<file path="src/rtl/ml_dense_engine_pkg.sv">
// Shared constants and types for the dense-layer engine.
//   state_t    : layer sequencer states
//   DATA_W     : width of every packed operand / result element
//   PROD_W     : width of one signed 8x8 product
//   SAT_MAX/MIN: clamp limits of the 8-bit signed result
//   acc_width(): accumulator width that cannot wrap for n_in products
package ml_dense_engine_pkg;

  localparam int DATA_W  = 8;
  localparam int PROD_W  = 2 * DATA_W;
  localparam int SAT_MAX = 127;
  localparam int SAT_MIN = -128;

  typedef enum logic [2:0] {
    ST_IDLE = 3'd0,
    ST_LOAD = 3'd1,
    ST_MAC  = 3'd2,
    ST_FIN  = 3'd3,
    ST_DONE = 3'd4
  } state_t;

  function automatic int acc_width(input int n_in);
    return PROD_W + $clog2(n_in) + 1;
  endfunction

endpackage

</file>
<file path="src/rtl/ml_dense_engine_mac_unit.sv">
// Signed multiply-accumulate and output post-processing for one neuron.
// Ports:
//   usb_clk, reset_i : clock, synchronous active-high reset
//   clr_i            : zero the accumulator (wins over en_i)
//   en_i             : add x_i*w_i into the accumulator this cycle
//   x_i, w_i         : signed 8-bit operands
//   b_i              : signed 8-bit bias for the current neuron
//   y_o              : combinational result act(sat((acc + b<<frac) >>> frac))
module ml_dense_engine_mac_unit
  import ml_dense_engine_pkg::*;
#(
  parameter int pINPUTCNT = 4,
  parameter int pFRAC     = 4,
  parameter int pRELU     = 1
) (
  input  logic              usb_clk,
  input  logic              reset_i,
  input  logic              clr_i,
  input  logic              en_i,
  input  logic [DATA_W-1:0] x_i,
  input  logic [DATA_W-1:0] w_i,
  input  logic [DATA_W-1:0] b_i,
  output logic [DATA_W-1:0] y_o
);

  localparam int ACC_W = acc_width(pINPUTCNT);
  // One extra bit so acc + shifted bias cannot overflow before the shift.
  localparam int R_W   = ACC_W + 1;

  localparam logic signed [R_W-1:0] SAT_HI = R_W'(SAT_MAX);
  localparam logic signed [R_W-1:0] SAT_LO = R_W'(SAT_MIN);

  logic signed [PROD_W-1:0] prod;
  logic signed [ACC_W-1:0]  acc;
  logic signed [R_W-1:0]    bias_sh;
  logic signed [R_W-1:0]    sum;
  logic signed [R_W-1:0]    r_sh;
  logic signed [R_W-1:0]    r_act;

  assign prod = $signed(x_i) * $signed(w_i);

  always_ff @(posedge usb_clk) begin
    if (reset_i) begin
      acc <= '0;
    end else if (clr_i) begin
      acc <= '0;
    end else if (en_i) begin
      acc <= acc + ACC_W'(prod);
    end
  end

  always_comb begin
    bias_sh = R_W'($signed(b_i)) <<< pFRAC;
    sum     = R_W'(acc) + bias_sh;
    r_sh    = sum >>> pFRAC;
    r_act   = r_sh;
    if ((pRELU != 0) && (r_sh < 0)) begin
      r_act = '0;
    end
    if (r_act > SAT_HI) begin
      y_o = 8'h7F;
    end else if (r_act < SAT_LO) begin
      y_o = 8'h80;
    end else begin
      y_o = r_act[DATA_W-1:0];
    end
  end

endmodule

</file>
<file path="src/rtl/ml_dense_engine.sv">
// Fully-connected layer core: y[o] = act(sum_i x[i]*w[o*IN+i] + b[o]),
// one MAC per cycle, operands snapshotted at start.
// Ports:
//   usb_clk    : clock shared with the register block
//   reset_i    : synchronous active-high reset, aborts a run
//   start_i    : 1-cycle pulse, accepted only in IDLE
//   inputs_i   : x[i] at [8i+7:8i]
//   weights_i  : w[k] at [8k+7:8k], k = o*pINPUTCNT+i
//   bias_i     : b[o] at [8o+7:8o], only the first pOUTPUTCNT slots used
//   outputs_o  : y[o] at [8o+7:8o], updated together when done_o pulses
//   busy_o     : high while a layer is being computed
//   done_o     : 1-cycle pulse, outputs_o holds the new result
//
// state | meaning
// IDLE  | waiting for start_i
// LOAD  | snapshot operand buses, clear counters and accumulator
// MAC   | accumulate x[i]*w[o*IN+i], one input per cycle
// FIN   | post-process neuron o into the shadow vector, advance o
// DONE  | result visible on outputs_o, done_o pulse
module ml_dense_engine
  import ml_dense_engine_pkg::*;
#(
  parameter int pINPUTCNT  = 4,
  parameter int pOUTPUTCNT = 4,
  parameter int pWEIGHTCNT = 16,
  parameter int pBIASCNT   = 16,
  parameter int pFRAC      = 4,
  parameter int pRELU      = 1
) (
  input  logic                           usb_clk,
  input  logic                           reset_i,
  input  logic                           start_i,
  input  logic [DATA_W*pINPUTCNT-1:0]    inputs_i,
  input  logic [DATA_W*pWEIGHTCNT-1:0]   weights_i,
  input  logic [DATA_W*pBIASCNT-1:0]     bias_i,
  output logic [DATA_W*pOUTPUTCNT-1:0]   outputs_o,
  output logic                           busy_o,
  output logic                           done_o
);

  localparam int IW = (pINPUTCNT  > 1) ? $clog2(pINPUTCNT)  : 1;
  localparam int OW = (pOUTPUTCNT > 1) ? $clog2(pOUTPUTCNT) : 1;
  localparam int KW = (pWEIGHTCNT > 1) ? $clog2(pWEIGHTCNT) : 1;

  generate
    if (pWEIGHTCNT != pINPUTCNT * pOUTPUTCNT) begin : g_bad_wcnt
      $error("ml_dense_engine: pWEIGHTCNT must equal pINPUTCNT*pOUTPUTCNT");
    end
    if (pBIASCNT < pOUTPUTCNT) begin : g_bad_bcnt
      $error("ml_dense_engine: pBIASCNT must be >= pOUTPUTCNT");
    end
    if (pBIASCNT > pOUTPUTCNT) begin : g_bias_spare
      // Spare bias slots exist on the bus but carry no meaning here.
      logic bias_unused;
      assign bias_unused = ^bias_i[DATA_W*pBIASCNT-1:DATA_W*pOUTPUTCNT];
    end
  endgenerate

  state_t state;
  state_t state_nxt;

  logic [DATA_W*pINPUTCNT-1:0]  x_q;
  logic [DATA_W*pWEIGHTCNT-1:0] w_q;
  logic [DATA_W*pOUTPUTCNT-1:0] b_q;
  logic [DATA_W*pOUTPUTCNT-1:0] shadow;
  logic [DATA_W*pOUTPUTCNT-1:0] shadow_nxt;

  logic [IW-1:0] i_cnt;
  logic [OW-1:0] o_cnt;
  logic [KW-1:0] w_idx;

  logic              last_i;
  logic              last_o;
  logic              mac_clr;
  logic              mac_en;
  logic [DATA_W-1:0] x_sel;
  logic [DATA_W-1:0] w_sel;
  logic [DATA_W-1:0] b_sel;
  logic [DATA_W-1:0] y_fin;

  assign last_i = (i_cnt == IW'(pINPUTCNT - 1));
  assign last_o = (o_cnt == OW'(pOUTPUTCNT - 1));

  assign x_sel = x_q[DATA_W*i_cnt +: DATA_W];
  assign w_sel = w_q[DATA_W*w_idx +: DATA_W];
  assign b_sel = b_q[DATA_W*o_cnt +: DATA_W];

  always_ff @(posedge usb_clk) begin
    if (reset_i) begin
      state <= ST_IDLE;
    end else begin
      state <= state_nxt;
    end
  end

  always_comb begin
    state_nxt = state;
    mac_clr   = 1'b0;
    mac_en    = 1'b0;
    busy_o    = 1'b0;
    done_o    = 1'b0;
    case (state)
      ST_IDLE: begin
        if (start_i) begin
          state_nxt = ST_LOAD;
        end
      end
      ST_LOAD: begin
        busy_o    = 1'b1;
        mac_clr   = 1'b1;
        state_nxt = ST_MAC;
      end
      ST_MAC: begin
        busy_o = 1'b1;
        mac_en = 1'b1;
        if (last_i) begin
          state_nxt = ST_FIN;
        end
      end
      ST_FIN: begin
        busy_o    = 1'b1;
        mac_clr   = 1'b1;
        state_nxt = last_o ? ST_DONE : ST_MAC;
      end
      ST_DONE: begin
        done_o    = 1'b1;
        state_nxt = ST_IDLE;
      end
      default: begin
        state_nxt = ST_IDLE;
      end
    endcase
  end

  always_comb begin
    shadow_nxt = shadow;
    shadow_nxt[DATA_W*o_cnt +: DATA_W] = y_fin;
  end

  // outputs_o is loaded on the edge into DONE so the new vector is already
  // visible in the cycle done_o is high.
  always_ff @(posedge usb_clk) begin
    if (reset_i) begin
      x_q       <= '0;
      w_q       <= '0;
      b_q       <= '0;
      shadow    <= '0;
      outputs_o <= '0;
      i_cnt     <= '0;
      o_cnt     <= '0;
      w_idx     <= '0;
    end else begin
      case (state)
        ST_LOAD: begin
          x_q   <= inputs_i;
          w_q   <= weights_i;
          b_q   <= bias_i[DATA_W*pOUTPUTCNT-1:0];
          i_cnt <= '0;
          o_cnt <= '0;
          w_idx <= '0;
        end
        ST_MAC: begin
          if (!last_i) begin
            i_cnt <= i_cnt + 1'b1;
          end
          w_idx <= w_idx + 1'b1;
        end
        ST_FIN: begin
          i_cnt  <= '0;
          shadow <= shadow_nxt;
          if (last_o) begin
            outputs_o <= shadow_nxt;
          end else begin
            o_cnt <= o_cnt + 1'b1;
          end
        end
        default: begin
        end
      endcase
    end
  end

  ml_dense_engine_mac_unit #(
    .pINPUTCNT (pINPUTCNT),
    .pFRAC     (pFRAC),
    .pRELU     (pRELU)
  ) u_mac (
    .usb_clk (usb_clk),
    .reset_i (reset_i),
    .clr_i   (mac_clr),
    .en_i    (mac_en),
    .x_i     (x_sel),
    .w_i     (w_sel),
    .b_i     (b_sel),
    .y_o     (y_fin)
  );

endmodule

</file>
<file path="config.mk">
export PLATFORM = sky130hd
export DESIGN_NAME = ml_dense_engine
export DESIGN_NICKNAME = d
export VERILOG_FILES = /design/src/rtl/ml_dense_engine_pkg.sv /design/src/rtl/ml_dense_engine_mac_unit.sv /design/src/rtl/ml_dense_engine.sv
export SDC_FILE = /design/constraint.sdc
export NUM_CORES = 1
export LEC_CHECK = 0
export CAP_MARGIN = 20
export CORE_MARGIN = 2
export CORE_UTILIZATION = 25
export CTS_CLUSTER_DIAMETER = 60
export CTS_CLUSTER_SIZE = 40
export DETAILED_ROUTE_END_ITERATION = 8
export GPL_TIMING_DRIVEN = 0
export SKIP_LAST_GASP = 1
export SYNTH_ARGS = -nofsm -noshare
export SYNTH_HDL_FRONTEND = slang
export SYNTH_SLANG_ARGS = --single-unit
</file>
<file path="constraint.sdc">
create_clock -name usb_clk -period 8.5 [get_ports usb_clk]
set_clock_uncertainty 0.2 [all_clocks]
set_input_delay 1.7 -clock usb_clk [delete_from_list [all_inputs] [get_ports usb_clk]]
set_output_delay 1.7 -clock usb_clk [all_outputs]
set_load 0.01 [all_outputs]
</file>
==> run summary, run 1 <==
VDD IR max -> 0.134 mV
Synth area leaders -> dfxtp_1, nand2_1, fa_1, a21oi_1, mux4_2
M3 GR Usage -> 0.0310
WP data arrival -> 8330 ps
gr ovfl total -> 0
# rows -> 91
most instantiated cells after synthesis -> nand2_1, dfxtp_1, a21oi_1
via count of the first global-routing pass -> 13600
Max Cap Viol -> 0
post-synth top area cell -> dfxtp_1
HP Class -> flip-flop to flip-flop
status -> complete, no violations
Worst Setup SP -> w_idx[0]$_SDFFE_PP0P_
CP Class -> flip-flop to flip-flop
CTS clock-pin slew for the worst setup and hold paths -> 100 ps
Synth-to-Final Area Change -> 26.3%
post-cts gate resize count -> 0
XOR/XNOR Fraction of Synth Area -> 0.0135
Pre-antenna DRT Iters -> 5
Ports -> 325
mux contribution to synthesized area -> 0.0831
Yosys cell types -> 56
final hold vios -> 0
Port Buffers -> 228
first-pass GRT wire length -> 77600 um
syn_area_per_cell -> 8.79 um2
Flop pwr share -> 0.462
adder-cell share of the synthesized area -> 0.164
largest fanout on the critical path -> 10
CP Data Required Time -> 8770 ps
post-synthesis simple-gate area fraction -> 0.186
CTS Sinks -> 286
core area -> 61500 um2
sequential area share after synthesis -> 0.369
DIE HEIGHT -> 253 um
cells along the critical path -> clkbuf_1 > buf_2 > mux4_2 > mux2_2 > o21ai_1 > or2_1 > fa_1 > fa_1 > inv_1 > fa_1 > fa_1 > fa_1 > ha_1 > o21ai_0 > nor2_1 > o211ai_1 > a31oi_1 > a31oi_1 > xnor2_1 > or3_1 > a21oi_1
insertion delay to the later sink of the worst-skew pair -> 560 ps
largest family of logic cells by synthesized area -> simple AND/OR/NAND/NOR gates
wire per inst -> 17.8 um
setup violation total in the final timing report -> 0
R2R Path Start -> w_idx[0]$_SDFFE_PP0P_
Main synth FF type -> dfxtp_1
Slew Viols, Final -> 0
fraction of layout cells with a size suffix above 1 -> 0.0556
min cycle time layout -> 8060 ps
Vias per Instance -> 4.74
Post-DRT Antenna Nets -> 0
Pint -> 2.13 mW
top-area cell type share of the netlist area -> 0.369
total track usage -> 0.157
Max Clock Freq -> 124 MHz
initial antenna violation count -> 9
worst setup path end -> u_mac.acc[18]$_SDFFE_PP0P_
number of flops mapped to enable cells by yosys -> 0
routability cong. -> 0.889
r2r worst-path depth -> 21
Sw Share -> 0.305
post-DP HPWL -> 40900 um
Clock power frac -> 0.378
hold_buf cts -> 0
diodes inserted -> 0
Crit-path slowest cell -> o21ai_1
crit start category -> flip-flop
met2 Use GR -> 0.268
Worst slew margin -> 0.348
die width -> 253 um
crit path capture type -> flip-flop
largest net degree at the start of global routing -> 29
#FFs+latches synth -> 286
H-tree lvl count -> 1
GR peak layer -> met2
WL final -> 50300 um
DIE AREA -> 64100 um2
R2R Setup Slk -> 440 ps
Filler Cells Inserted -> 6393
routing usage on met1 -> 0.197
Cells after Synth -> 1766
async set or reset register ratio after synthesis -> 0
clock root buffer -> clkbuf_16
RSZ-0062 raised after global routing -> false
1st-iter DRT viols -> 867
CP peak stage delay -> 750 ps
# DRC -> 0
Post-Syn Area -> 15500 um2
Syn Nets -> 2209
Pleak -> 7.31 nW
most numerous cell in the Yosys netlist -> nand2_1
Pwr Total -> 3.07 mW
crit-path most repeated cell -> fa_1
initial core utilization -> 0.252
Logic pwr share -> 0.160
Layout Nets -> 2460
CTS tree -> yes
Via Count -> 13400
Pwr Density -> 157 nW/um2
TritonCTS buffer count -> 21
P_sw -> 0.935 mW
Synthesis Warnings -> 0
Slew @ Worst Pin -> 971 ps
final core occ -> 0.319
Final period util -> 0.948
compound-gate portion of the synthesized area -> 0.136
clock buffer depth -> 3
Setup TNS -> 0 ps
reg-to-reg endpoint -> u_mac.acc[18]$_SDFFE_PP0P_
Setup Fix Bufs, Post-CTS -> 0
[sequential cells by signal, summed over array words and instances, names as in the netlist]
register and flops:
w_q 128, b_q 32, outputs_o 32, shadow 32
x_q 32, u_mac.acc 19, w_idx 4, state 3
i_cnt 2, o_cnt 2
[metrics by stage]
stage                     hold WS (ps)  cell area, um2  instances  setup slack [ps]
after CTS                          250           19600       2821               442
after floorplan                    221           15500       1766              1650
after detailed placement           236           18800       2784               504
after global routing               269           19600       2821              4.42
final                              247           19600       2821               439
after global placement             233           18800       2784               520
[routing by layer]
metal	vias up	share of wire
li1	6430	-
met1	6429	0.42
met2	409	0.48
met3	92	0.062
met4	18	0.030
met5	-	0.0023
[critical path: cells and delay by family, from the launching register on]
kind                       cells  cell delay [ps]
muxes                          2              870
DFF                            1              350
and+or+nand+nor                3              650
AOI/OAI and AO/OA              6             1830
buffers and inverters          3             1110
xor gates and xnor gates       1              120
adders and majority gates      6             2840
[cells in the final DEF (no fill, tap or decap), types with 4 or more instances in the layout]
master,count
nand2_1,487
dfxtp_1,286
a21oi_1,264
clkdlybuf4s50_1,228
clkbuf_1,96
inv_1,90
fa_1,85
ha_1,67
mux4_2,55
nor2_1,46
and2_1,44
o21ai_1,37
nor3b_1,32
o22ai_1,28
clkbuf_16,21
xnor2_1,19
a211oi_1,10
o21ai_0,10
nor3_1,10
a21o_1,7
nand3_1,7
nor2_4,7
buf_1,5
nor2b_1,5
and3_1,5
xor2_1,5
mux2i_1,4
inv_2,4
nand2b_1,4
o21a_1,4
clkinv_16,4
[cells by family (layout without fill, tap and decap cells)]
group	after synthesis	after routing
xor+xnor	24	24
fa+ha+maj	152	152
flops	286	286
compound gates	382	382
buf+inv	198	463
simple gates	664	664
mux	60	60
[cell type report]
| type | count | area [um2] | share of cell area |
|---|---|---|---|
| Sequential cell | 286 | 5730 | 0.292 |
| Buffer | 104 | 394 | 0.0201 |
| Inverter | 94 | 353 | 0.0180 |
| Tap cell | 790 | 988 | 0.0504 |
| Clock buffer | 21 | 526 | 0.0268 |
| Clock inverter | 16 | 292 | 0.0149 |
| Multi-Input combinational cell | 1282 | 9040 | 0.461 |
| Timing Repair Buffer | 228 | 2280 | 0.116 |
[how the worst min path moves through the flow]
stage                                        from                 endpoint  slack, ps  cells past startpoint
after global placement    shadow[14]$_SDFFE_PP0N_  shadow[14]$_SDFFE_PP0N_        230                      2
after detailed placement  shadow[16]$_SDFFE_PP0N_  shadow[16]$_SDFFE_PP0N_        240                      2
final                     shadow[30]$_SDFFE_PP0N_  shadow[30]$_SDFFE_PP0N_        250                      2
after CTS                 shadow[16]$_SDFFE_PP0N_  shadow[16]$_SDFFE_PP0N_        250                      2
after global routing       shadow[4]$_SDFFE_PP0N_   shadow[4]$_SDFFE_PP0N_        270                      2
after floorplan           shadow[15]$_SDFFE_PP0N_  shadow[15]$_SDFFE_PP0N_        220                      1
[power groups by stage]
stage | clock [mW] | sequential [mW] | combinational [mW]
after floorplan | 0 | 1.43 | 0.273
after global placement | 0 | 1.45 | 0.485
after detailed placement | 0 | 1.45 | 0.490
after CTS | 1.19 | 1.42 | 0.494
after global routing | 1.24 | 1.42 | 0.539
final | 1.16 | 1.42 | 0.492
No activity file was read; power rests on OpenSTA's default activity.
==> run 2: changes to the inputs <==
CTS_CLUSTER_SIZE = default   (was 40)
==> run 2 against run 1 <==
Compared with the run above:
- first-iteration DRC count is 9.2% higher
- sequential share of layout area is 0.36 points lower
- die area stayed put
- hold slack worse by 2.8 ps
- global-route usage hardly changed
- critical path depth stayed put
- fmax is 0.31% lower
- critical path type unchanged
- critical endpoint unchanged
- largest cell class unchanged
==> run summary, run 2 (synthesized netlist as in run 1, its figures left out) <==
status -> complete, no violations
CTS Sinks -> 286 (unchanged)
RSZ-0062 raised after global routing -> false
commonest non-fill, non-tap cell in the layout -> nand2_1
insertion delay to the later sink of the worst-skew pair -> 590 ps (+30 ps)
TritonCTS buffer count -> 31 (+48%)
Layout Nets -> 2470 (+0.41%)
HP Class -> flip-flop to flip-flop
Final period util -> 0.951 (+0.00298)
hold_buf cts -> 0 (unchanged)
clock root buffer -> clkbuf_16
Biggest register -> w_q
final core occ -> 0.323 (+0.00395)
Via Count -> 13500 (+0.84%)
DIE HEIGHT -> 253 um (unchanged)
fraction of layout cells with a size suffix above 1 -> 0.0610 (+0.00534)
Post-DRT Antenna Nets -> 0 (unchanged)
fin worst setup slack -> 413 ps (-25.4 ps)
Port Buffers -> 228 (unchanged)
# DRC -> 0 (unchanged)
Setup Fix Bufs, Post-CTS -> 0 (unchanged)
placed cell area -> 18800 um2 (unchanged)
CTS clock-pin slew for the worst setup and hold paths -> 60 ps (-40 ps)
largest fanout on the critical path -> 10 (unchanged)
Setup TNS -> 0 ps (unchanged)
setup violation total in the final timing report -> 0 (unchanged)
routability cong. -> 0.889 (unchanged)
CTS tree -> yes
P_sw -> 0.882 mW (-5.6%)
largest net degree at the start of global routing -> 17 (-41%)
Worst slew margin -> 0.339 (-0.00883)
cell area after layout -> 19800 um2 (+1.2%)
Synth-to-Final Area Change -> 27.9%
M3 GR Usage -> 0.0308 (-0.000206)
Ports -> 325 (unchanged)
H-tree lvl count -> 1 (unchanged)
routing usage on met1 -> 0.197 (-0.000294)
crit start category -> flip-flop
gr ovfl total -> 0 (unchanged)
post-cts gate resize count -> 0 (unchanged)
min cycle time layout -> 8090 ps (+25.4 ps)
Slew Viols, Final -> 0 (unchanged)
GR peak layer -> met2
DIE AREA -> 64100 um2 (unchanged)
total track usage -> 0.157 (+0.000304)
WL final -> 50400 um (+0.15%)
first-pass GRT wire length -> 77900 um (+0.38%)
CP Data Required Time -> 8810 ps (+40 ps)
# rows -> 91 (unchanged)
core area -> 61500 um2 (unchanged)
WP data arrival -> 8400 ps (+70 ps)
Max Cap Viol -> 0 (unchanged)
most frequent cells in the layout -> nand2_1, dfxtp_1, a21oi_1, clkdlybuf4s50_1, clkbuf_1
Pleak -> 7.43 nW (+1.8%)
Max Clock Freq -> 124 MHz (-0.31%)
Slew @ Worst Pin -> 985 ps (+13.2 ps)
Logic pwr share -> 0.149 (-0.011)
crit path capture type -> flip-flop
1st-iter DRT viols -> 947 (+9.2%)
Pint -> 2.41 mW (+13%)
die width -> 253 um (unchanged)
met2 Use GR -> 0.268 (about the same)
Filler Cells Inserted -> 6383 (-0.16%)
clock buffer depth -> 3 (unchanged)
CP Class -> flip-flop to flip-flop
wire per inst -> 17.7 um (-0.56%)
Clock power frac -> 0.420 (+0.042)
initial antenna violation count -> 9 (unchanged)
Pre-antenna DRT Iters -> 5 (unchanged)
VDD IR max -> 0.143 mV (+6.2%)
max reg flops -> 128 (unchanged)
post-DP HPWL -> 40900 um (unchanged)
Place WS -> 504 ps (unchanged)
final hold vios -> 0 (unchanged)
via count of the first global-routing pass -> 13700 (+0.99%)
initial core utilization -> 0.252 (unchanged)
Pwr Total -> 3.29 mW (+7.3%)
Sw Share -> 0.268 (-0.0368)
Vias per Instance -> 4.75 (+0.13%)
Pwr Density -> 166 nW/um2 (+6.0%)
Flop pwr share -> 0.431 (-0.031)
## run 2: layout make-up
class | count | area [um2] | share of cell area
plain buffers | 104 | 394 | 0.0199
clock inverters | 8 | 118 | 0.00593
multi-input cells | 1282 | 9040 | 0.456
flip-flops and latches | 286 | 5730 | 0.289
repair buffers | 228 | 2280 | 0.115
well taps | 790 | 988 | 0.0498
diodes | 1 | 2.50 | 0.000126
clock buffers | 48 | 940 | 0.0473
inverters | 94 | 353 | 0.0178
## run 2: routing by layer
layer / share of wire / vias to the layer above
li1: - / 6457
met2: 0.48 / 411
met4: 0.032 / 16
met1: 0.42 / 6509
met3: 0.065 / 97
met5: 0.0023 / -
## run 2: worst paths after layout
check	end	cells past startpoint	from	slack (ps)
setup reg to reg	u_mac.acc[18]$_SDFFE_PP0P_	21	w_idx[0]$_SDFFE_PP0P_	410
hold reg to reg	shadow[13]$_SDFFE_PP0N_	2	shadow[13]$_SDFFE_PP0N_	240
setup / recovery	u_mac.acc[18]$_SDFFE_PP0P_	21	w_idx[0]$_SDFFE_PP0P_	410
hold / removal	shadow[13]$_SDFFE_PP0N_	2	shadow[13]$_SDFFE_PP0N_	240
## run 2: power by group through the flow
stage          logic (mW)  clock network, mW  registers, mW
6_report            0.491               1.38           1.42
5_1_grt             0.538               1.46           1.42
2_1_floorplan       0.273                  0           1.43
4_1_cts             0.494               1.40           1.42
3_3_place_gp        0.485                  0           1.45
3_5_place_dp        0.490                  0           1.45
## run 2: critical path, cell delays in order, from the launching register on
cell and delay (ps):
dfxtp_1 340, clkbuf_1 570, buf_2 490, mux4_2 590, mux2_2 280, o21ai_1 760, or2_1 230, fa_1 420
fa_1 550, inv_1 60, fa_1 520, fa_1 580, fa_1 420, ha_1 350, o21ai_0 230, nor2_1 110
o211ai_1 270, a31oi_1 190, a31oi_1 250, xnor2_1 130, or3_1 320, a21oi_1 150
## run 2: per-stage QoR
step,instances,hold WS [ps]
final,2841,245
after detailed placement,2784,236
after floorplan,1766,221
after CTS,2840,245
after global routing,2840,264
after global placement,2784,233
==> run 3: changes to the inputs <==
clock period = 8.45 ns   (was 8.5 ns; I/O delays follow)
==> run 3 against run 2 <==
Compared with the run above:
- via count fell by 0.27%
- largest cell class unchanged
- design area barely moved
- the run now ends with DRC left
- fmax rose by 2.7%
- clock-buffer cell count did not move
- critical path depth did not move
==> run summary, run 3 (synthesized netlist as in run 1, its figures left out) <==
Setup TNS -> 0 ps (unchanged)
commonest non-fill, non-tap cell in the layout -> nand2_1
Pwr Density -> 167 nW/um2 (+0.56%)
core area -> 61500 um2 (unchanged)
Logic pwr share -> 0.149 (about the same)
post-DP HPWL -> 40900 um (unchanged)
Slew Viols, Final -> 0 (unchanged)
HP Class -> flip-flop to flip-flop
VDD IR max -> 0.143 mV (+0.54%)
violated checks -> DRC
Synth-to-Final Area Change -> 27.9% (about the same)
CTS tree -> yes
DIE HEIGHT -> 253 um (unchanged)
Slew @ Worst Pin -> 908 ps (-77.1 ps)
largest net degree at the start of global routing -> 17 (unchanged)
CP peak stage delay -> 630 ps (-130 ps)
TritonCTS buffer count -> 31 (unchanged)
crit start category -> flip-flop
fraction of layout cells with a size suffix above 1 -> 0.0615 (+0.000488)
initial antenna violation count -> 9 (unchanged)
CP Class -> flip-flop to flip-flop
Ports -> 325 (unchanged)
RSZ-0062 raised after global routing -> false
gr ovfl total -> 0 (unchanged)
max reg flops -> 128 (unchanged)
# DRC -> 2 (+2)
Clock power frac -> 0.420 (about the same)
CP Data Required Time -> 8760 ps (-50 ps)
Sw Share -> 0.268 (about the same)
crit-path most repeated cell -> fa_1
die width -> 253 um (unchanged)
wire per inst -> 17.7 um (about the same)
Final period util -> 0.932 (-0.0193)
H-tree lvl count -> 1 (unchanged)
Place WS -> 454 ps (-50.0 ps)
1st-iter DRT viols -> 889 (-6.1%)
largest fanout on the critical path -> 12 (+2)
CTS clock-pin slew for the worst setup and hold paths -> 60 ps (about the same)
Crit-path slowest cell -> mux4_2
Pleak -> 7.44 nW (about the same)
Max Clock Freq -> 127 MHz (+2.7%)
Worst slew margin -> 0.395 (+0.0558)
Largest delay share family, worst path -> adder cells
insertion delay to the later sink of the worst-skew pair -> 590 ps (about the same)
Filler Cells Inserted -> 6382 (-0.016%)
DIE AREA -> 64100 um2 (unchanged)
initial core utilization -> 0.252 (unchanged)
cells along the critical path -> clkbuf_1 > buf_2 > mux4_2 > mux4_2 > and2_1 > inv_2 > fa_1 > inv_1 > fa_1 > fa_1 > fa_1 > fa_1 > ha_1 > o21ai_0 > nor2_1 > o211ai_1 > a31oi_1 > a31oi_1 > xnor2_1 > or3_1 > a21oi_1
Pre-antenna DRT Iters -> 9 (+4)
Max Cap Viol -> 0 (unchanged)
final hold vios -> 0 (unchanged)
clock buffer depth -> 3 (unchanged)
Port Buffers -> 228 (unchanged)
min cycle time layout -> 7880 ps (-210 ps)
Setup Fix Bufs, Post-CTS -> 0 (unchanged)
via count of the first global-routing pass -> 13700 (unchanged)
Pint -> 2.43 mW (+0.59%)
Via Count -> 13500 (-0.27%)
most frequent cells in the layout -> nand2_1, dfxtp_1, a21oi_1, clkdlybuf4s50_1, clkbuf_1
status -> finished with violations
WL final -> 50400 um (about the same)
# rows -> 91 (unchanged)
Layout Nets -> 2470 (unchanged)
fin worst setup slack -> 574 ps (+160 ps)
crit path capture type -> flip-flop
P_sw -> 0.887 mW (+0.54%)
Flop pwr share -> 0.431 (about the same)
clock root buffer -> clkbuf_16
Post-DRT Antenna Nets -> 0 (unchanged)
setup violation total in the final timing report -> 0 (unchanged)
Biggest register -> w_q
routability cong. -> 0.889 (unchanged)
Vias per Instance -> 4.74 (-0.27%)
total track usage -> 0.157 (unchanged)
first-pass GRT wire length -> 77900 um (unchanged)
CP bufs+invs -> 4 (+1)
CTS Sinks -> 286 (unchanged)
WP data arrival -> 8190 ps (-210 ps)
-- run 3: cell counts in the layout (fill, tap and decap cells not counted) --
No cell type changed its count.
-- run 3: repair_timing --
action                                  4_1_cts  5_1_grt
endpoints found under the setup margin        0        1
resized for setup                             0        1
hold buffers                                  0        0
-- run 3: layout make-up --
cell class,count,area (um2),area share
diodes,1,2.50,0.000126
inverters,94,353,0.0178
multi-input cells,1282,9050,0.456
repair buffers,228,2280,0.115
well taps,790,988,0.0498
flip-flops and latches,286,5730,0.288
plain buffers,104,394,0.0199
clock inverters,8,118,0.00593
clock buffers,48,940,0.0473
-- run 3: power by group through the flow --
stage	Sequential [mW]	Clock, mW	Combinational, mW
3_3_place_gp	1.45	0	0.488
5_1_grt	1.43	1.47	0.541
6_report	1.43	1.39	0.494
4_1_cts	1.43	1.41	0.497
2_1_floorplan	1.44	0	0.275
3_5_place_dp	1.46	0	0.493
-- run 3: worst paths after layout --
check | start | end | slack (ps) | cells past startpoint
hold / removal | shadow[13]$_SDFFE_PP0N_ | shadow[13]$_SDFFE_PP0N_ | 240 | 2
setup reg to reg | w_idx[0]$_SDFFE_PP0P_ | u_mac.acc[18]$_SDFFE_PP0P_ | 570 | 21
setup / recovery | w_idx[0]$_SDFFE_PP0P_ | u_mac.acc[18]$_SDFFE_PP0P_ | 570 | 21
hold reg to reg | shadow[13]$_SDFFE_PP0N_ | shadow[13]$_SDFFE_PP0N_ | 240 | 2
-- run 3: routing by layer --
| layer | share of wire | global-route usage | routed length, um | up-vias |
|---|---|---|---|---|
| met5 | 0.0023 | 0 | 115 | - |
| met4 | 0.032 | 0.0538 | 1640 | 16 |
| li1 | - | - | - | 6454 |
| met1 | 0.42 | 0.197 | 21200 | 6480 |
| met2 | 0.48 | 0.268 | 24200 | 406 |
| met3 | 0.065 | 0.0308 | 3280 | 98 |
-- run 3: worst min-delay path: cells and delay by family (launching register included) --
family	cells	cell delay [ps]
AO/OA/AOI/OAI	1	50
AND/OR/NAND/NOR	1	40
flip-flops	1	300
-- run 3: metrics by stage --
stage	hold slack [ps]	area [um2]	util	cells	total power, mW
2_1_floorplan	221	15500	-	1766	1.72
3_5_place_dp	236	18800	0.306	2784	1.95
4_1_cts	245	19800	0.323	2840	3.34
6_report	245	19800	0.323	2841	3.31
5_1_grt	264	19800	0.323	2840	3.44
3_3_place_gp	233	18800	0.306	2784	1.94
